[src/rtl/inst_mem_loader.sv]
// Boot loader: parses a [count][words][xor] byte stream into instruction-memory
// writes at TEXT_BASE and holds the CPU in reset until a verified image is loaded.
module inst_mem_loader #(
    parameter logic [31:0] TEXT_BASE = 32'h0000_3000,
    parameter int          MAX_WORDS = 1024
) (
    input  logic        i_clk,
    input  logic        i_rst,
    input  logic        i_in_valid,
    input  logic [7:0]  i_in_data,
    output logic        o_in_ready,
    input  logic        i_reload,
    output logic        o_im_we,
    output logic [31:0] o_im_addr,
    output logic [31:0] o_im_wdata,
    output logic        o_cpu_rst,
    output logic        o_done,
    output logic        o_err,
    output logic [2:0]  o_state
);
    // Stream handshake: a byte moves on a rising edge where i_in_valid && o_in_ready.
    typedef enum logic [2:0] {
        S_HDR0 = 3'd0,
        S_HDR1 = 3'd1,
        S_DATA = 3'd2,
        S_CSUM = 3'd3,
        S_DONE = 3'd4,
        S_ERR  = 3'd5
    } state_t;

    localparam logic [31:0] MAX_W = MAX_WORDS;

    state_t      r_state;
    state_t      w_state_nxt;
    logic [15:0] r_count;
    logic [15:0] r_idx;
    logic [1:0]  r_byte_cnt;
    logic [23:0] r_shift;
    logic [7:0]  r_xor;
    logic        r_we;
    logic [31:0] r_addr;
    logic [31:0] r_wdata;

    logic        w_accept;
    logic [15:0] w_hdr_n;
    logic        w_last_word;

    assign w_accept    = i_in_valid && o_in_ready;
    assign w_hdr_n     = {r_count[15:8], i_in_data};
    assign w_last_word = ({1'b0, r_idx} + 17'd1) == {1'b0, r_count};

    always_ff @(posedge i_clk) begin
        if (i_rst) r_state <= S_HDR0;
        else       r_state <= w_state_nxt;
    end

    always_comb begin
        w_state_nxt = r_state;
        case (r_state)
            S_HDR0: if (w_accept) w_state_nxt = S_HDR1;
            S_HDR1: begin
                if (w_accept) begin
                    if ({16'd0, w_hdr_n} > MAX_W) w_state_nxt = S_ERR;
                    else if (w_hdr_n == 16'd0)    w_state_nxt = S_CSUM;
                    else                          w_state_nxt = S_DATA;
                end
            end
            S_DATA: if (w_accept && r_byte_cnt == 2'd3 && w_last_word) w_state_nxt = S_CSUM;
            S_CSUM: if (w_accept) w_state_nxt = (i_in_data == r_xor) ? S_DONE : S_ERR;
            S_DONE, S_ERR: if (i_reload) w_state_nxt = S_HDR0;
            default: w_state_nxt = S_HDR0;
        endcase
    end

    // Status outputs decode the state register directly, so they are registered.
    always_comb begin
        o_in_ready = 1'b0;
        o_done     = 1'b0;
        o_err      = 1'b0;
        o_cpu_rst  = 1'b1;
        case (r_state)
            S_HDR0, S_HDR1, S_DATA, S_CSUM: o_in_ready = !i_rst;
            S_DONE: begin
                o_done    = 1'b1;
                o_cpu_rst = 1'b0;
            end
            S_ERR:   o_err = 1'b1;
            default: o_in_ready = 1'b0;
        endcase
    end

    always_ff @(posedge i_clk) begin
        if (i_rst) begin
            r_count    <= 16'd0;
            r_idx      <= 16'd0;
            r_byte_cnt <= 2'd0;
            r_shift    <= 24'd0;
            r_xor      <= 8'd0;
            r_we       <= 1'b0;
            r_addr     <= TEXT_BASE;
            r_wdata    <= 32'd0;
        end else begin
            r_we <= 1'b0;
            if (w_accept) r_xor <= r_xor ^ i_in_data;
            case (r_state)
                S_HDR0: begin
                    r_idx      <= 16'd0;
                    r_byte_cnt <= 2'd0;
                    if (w_accept) r_count[15:8] <= i_in_data;
                end
                S_HDR1: if (w_accept) r_count[7:0] <= i_in_data;
                S_DATA: begin
                    if (w_accept) begin
                        r_byte_cnt <= r_byte_cnt + 2'd1;
                        if (r_byte_cnt == 2'd3) begin
                            r_we    <= 1'b1;
                            r_addr  <= TEXT_BASE + {14'd0, r_idx, 2'b00};
                            r_wdata <= {r_shift, i_in_data};
                            r_idx   <= r_idx + 16'd1;
                        end else begin
                            r_shift <= {r_shift[15:0], i_in_data};
                        end
                    end
                end
                S_DONE, S_ERR: begin
                    if (i_reload) begin
                        r_idx      <= 16'd0;
                        r_byte_cnt <= 2'd0;
                        r_xor      <= 8'd0;
                    end
                end
                default: r_we <= 1'b0;
            endcase
        end
    end

    assign o_im_we    = r_we;
    assign o_im_addr  = r_addr;
    assign o_im_wdata = r_wdata;
    assign o_state    = r_state;
endmodule

[config.mk]
export PLATFORM = sky130hd
export DESIGN_NAME = inst_mem_loader
export DESIGN_NICKNAME = d
export VERILOG_FILES = /design/src/rtl/inst_mem_loader.sv
export SDC_FILE = /design/constraint.sdc
export NUM_CORES = 1
export LEC_CHECK = 0
export ABC_AREA = 0
export CORE_ASPECT_RATIO = 0.6
export CORE_MARGIN = 2
export CORE_UTILIZATION = 58
export DETAILED_ROUTE_END_ITERATION = 8
export MAX_ROUTING_LAYER = met4
export PLACE_DENSITY = 0.85
export RECOVER_POWER = 25
export SYNTH_ARGS = -nofsm -noshare
export SYNTH_HDL_FRONTEND = slang
export SYNTH_SLANG_ARGS = --single-unit
[constraint.sdc]
create_clock -name i_clk -period 5.65 [get_ports i_clk]
set_clock_uncertainty 0.15 [all_clocks]
set_input_delay 0.565 -clock i_clk [delete_from_list [all_inputs] [get_ports i_clk]]
set_output_delay 0.565 -clock i_clk [all_outputs]
set_load 0.03 [all_outputs]
==> impl_metrics.toml <==
[outcome]
status = "complete, but fails checks"
violations = "max-capacitance violations, max-slew violations"

[timing]
fin_crit_sh_pct = 75.9
slew_violations = 115
worstMarginPinSlew_ns = 2.23
whs_ns = 0.300
tns_ns = 0
fin_crit_ns = 4.29
max_freq_mhz = 233
rsz0062_at_grt = "false"
slew_headroom_pct = -48.8
hold_viol = 0
setup_violations = 0

[synth]
synth_edf_count = 0
synthFlopType = "dfxtp_1"
synth_compound_area_share_pct = 14.6
synth_top_family_by_area = "simple AND/OR/NAND/NOR gates"
syn_inst = 687
yosysSeqAreaShare_pct = 44.0
synthXorXnorAreaFrac_pct = 6.73
ys_ff_latch = 119
ys_types = 55
synth-simple-area-share_pct = 24.4
async_flop_share_pct = 0
yosysWarnings = 0
syn_area_sq_um = 5410
synth_mux_area_share_pct = 1.67
synthAdderAreaFrac_pct = 0.925
synth.avg_cell_area_sq_um = 7.87

[pwr]
leakage_nw = 2.40
switching_share_pct = 23.9
p_comb_share_pct = 7.3
p_clk_share_pct = 49.9
vdd_ir_drop_max_mv = 0.262
seq_power_share_pct = 42.8
p_per_area_nw_per_um2 = 311
p_switching_uw = 484
internal_power_mw = 1.54

[clocking]
tritoncts = "built"
htreeDepth = 4
clkSinkCount = 119
cts_setup_buffers = 0
clk_pin_slew_ns = 0.05
cts_hold_buf = 0
cts_resized = 0
numCtsBuffers = 17
clk_latency_ns = 0.42
clk_path_buf_depth = 2
clockRootBuffer = "clkbuf_16"

[worst_setup_path]
crit_path_start = "i_rst"
arrival_ns = 4.42
r2r_start = "o_state[0]"
cp_cell_sequence = "clkbuf_2, nand2b_1, a211oi_2, o22ai_2, or2_2, inv_1, buf_4, a21oi_1, a311oi_1"
endpoint_kind = "flip-flop"
cp.required_ns = 5.78
cp_slowest_stage_delay_ns = 1.06
cp_slowest_cell = "clkbuf_2"
cp-start-kind = "primary input"
path_class = "in2reg"
critical_path.max_fanout = 114

[floorplan]
rows = 27
die_h_microns = 78.8
start_util_pct = 59.3
die_w_microns = 129
boundaryPins = 84
core_sq_um = 9120
dieArea_sq_um = 10100

[grt]
antenna_found_initial = 0
grt_use_total_pct = 29.2
grt_start_max_net_pins = 115
overflow = 0
grt_pass1_wl_mm = 22.3
first_global_vias = 4478

[placed_design]
place.gp.congestion = 1.05
dp_hpwl_mm = 9.03
port_buffers = 68

[hold_path]
hp-start = "o_im_wdata[11]"
worst_hold_path_type = "reg2reg"

[detailed_routing]
routedWlPerCell_microns = 16.4
first_pass_iters = 6
wl_mm = 14.0
vias = 4950
ant_nets = 0
drt-initial-drc-count = 471
drc_errors = 0
viasPerCell = 5.80

[job]
maxCapViolCount = 1

[layout]
nets = 742
insertedDiodeCount = 0
final_common_cell = "nand2_1"
area_delta_synth_final_pct = 20.4
num-fill-cells = 685
layout-drive-gt1-share_pct = 6.37
final_cell_mix = "176 x nand2_1, 119 x dfxtp_1, 99 x a21oi_1"
==> flip-flops by register name, summed over array words and instances, names as in the netlist <==
signal      count
o_im_addr      17
o_im_wdata     32
o_im_we         1
o_state         3
r_byte_cnt      2
r_count        16
r_idx          16
r_shift        24
r_xor           8
==> logic make-up after synthesis <==
| logic type | count (synthesis) |
|---|---|
| xor+xnor | 40 |
| other cells | 1 |
| compound gates | 142 |
| flops | 119 |
| simple gates | 296 |
| fa+ha+maj | 4 |
| buf+inv | 76 |
| mux | 9 |
==> Yosys cell counts, drive strengths merged (4+ instances only) <==
master | instances | area (sq um)
nand2 | 177 | 672
dfxtp | 119 | 2380
a21oi | 100 | 504
nor2 | 47 | 176
buf | 38 | 265
clkbuf | 29 | 110
xnor2 | 23 | 201
o21ai | 19 | 95.1
xor2 | 16 | 140
nor3 | 12 | 60.1
nand3 | 10 | 50.1
inv | 9 | 33.8
mux2i | 9 | 90.1
nand4 | 8 | 65.1
or4 | 7 | 52.6
nor4 | 6 | 37.5
a211oi | 5 | 42.5
and3 | 5 | 32.5
nand2b | 5 | 31.3
ha | 4 | 50.1
==> power by group through the flow <==
| stage | combinational [mW] | sequential [mW] | clock [mW] |
|---|---|---|---|
| after global placement | 0.138 | 0.882 | 0 |
| after floorplan | 0.110 | 0.882 | 0 |
| after global routing | 0.158 | 0.867 | 1.06 |
| final | 0.148 | 0.867 | 1.01 |
| after detailed placement | 0.143 | 0.883 | 0 |
| after CTS | 0.146 | 0.866 | 1.01 |
==> path summary, 6_finish.rpt <==
path	end	slack, ns	cells past startpoint
setup reg to reg	r_idx[9]	2.20	8
hold reg to reg	o_im_wdata[11]	0.30	2
hold / removal	o_im_wdata[11]	0.30	2
setup / recovery	r_idx[9]	1.36	9
==> stage by stage <==
stage | std cells | setup slack (ns) | area [sq um] | total power [mW] | util [%]
6_report | 854 | 1.36 | 6510 | 2.02 | 71.4
5_1_grt | 854 | 1.02 | 6510 | 2.09 | 71.4
4_1_cts | 854 | 2.33 | 6520 | 2.02 | 71.5
3_5_place_dp | 823 | 1.91 | 5960 | 1.03 | 65.3
3_3_place_gp | 823 | 2.09 | 5960 | 1.02 | 65.3
2_1_floorplan | 701 | 3.13 | 5460 | 0.991 | -
==> critical path, delay by kind of cell <==
kind | cells | cell delay (ns)
AO/OA/AOI/OAI | 4 | 1.04
buffers and inverters | 3 | 1.80
AND/OR/NAND/NOR | 2 | 0.96
==> per-layer routing <==
layer,part of all wire (%),routed length (microns),global-route usage (%)
met1,45,6280,38.7
met2,45,6250,42.8
met3,8.4,1180,7.01
met4,2.0,284,12.6
met5,0,0,-
==> final cells by class <==
| class | count | area [sq um] | share of cell area (%) |
|---|---|---|---|
| multi-input combinational | 506 | 2680 | 41.2 |
| sequential | 119 | 2380 | 36.6 |
| timing repair buffer | 73 | 709 | 10.9 |
| clock buffer | 22 | 484 | 7.44 |
| tap | 116 | 145 | 2.23 |
| clock inverter | 9 | 75.1 | 1.15 |
| inverter | 9 | 33.8 | 0.519 |
(Power assumes the default switching activity.)
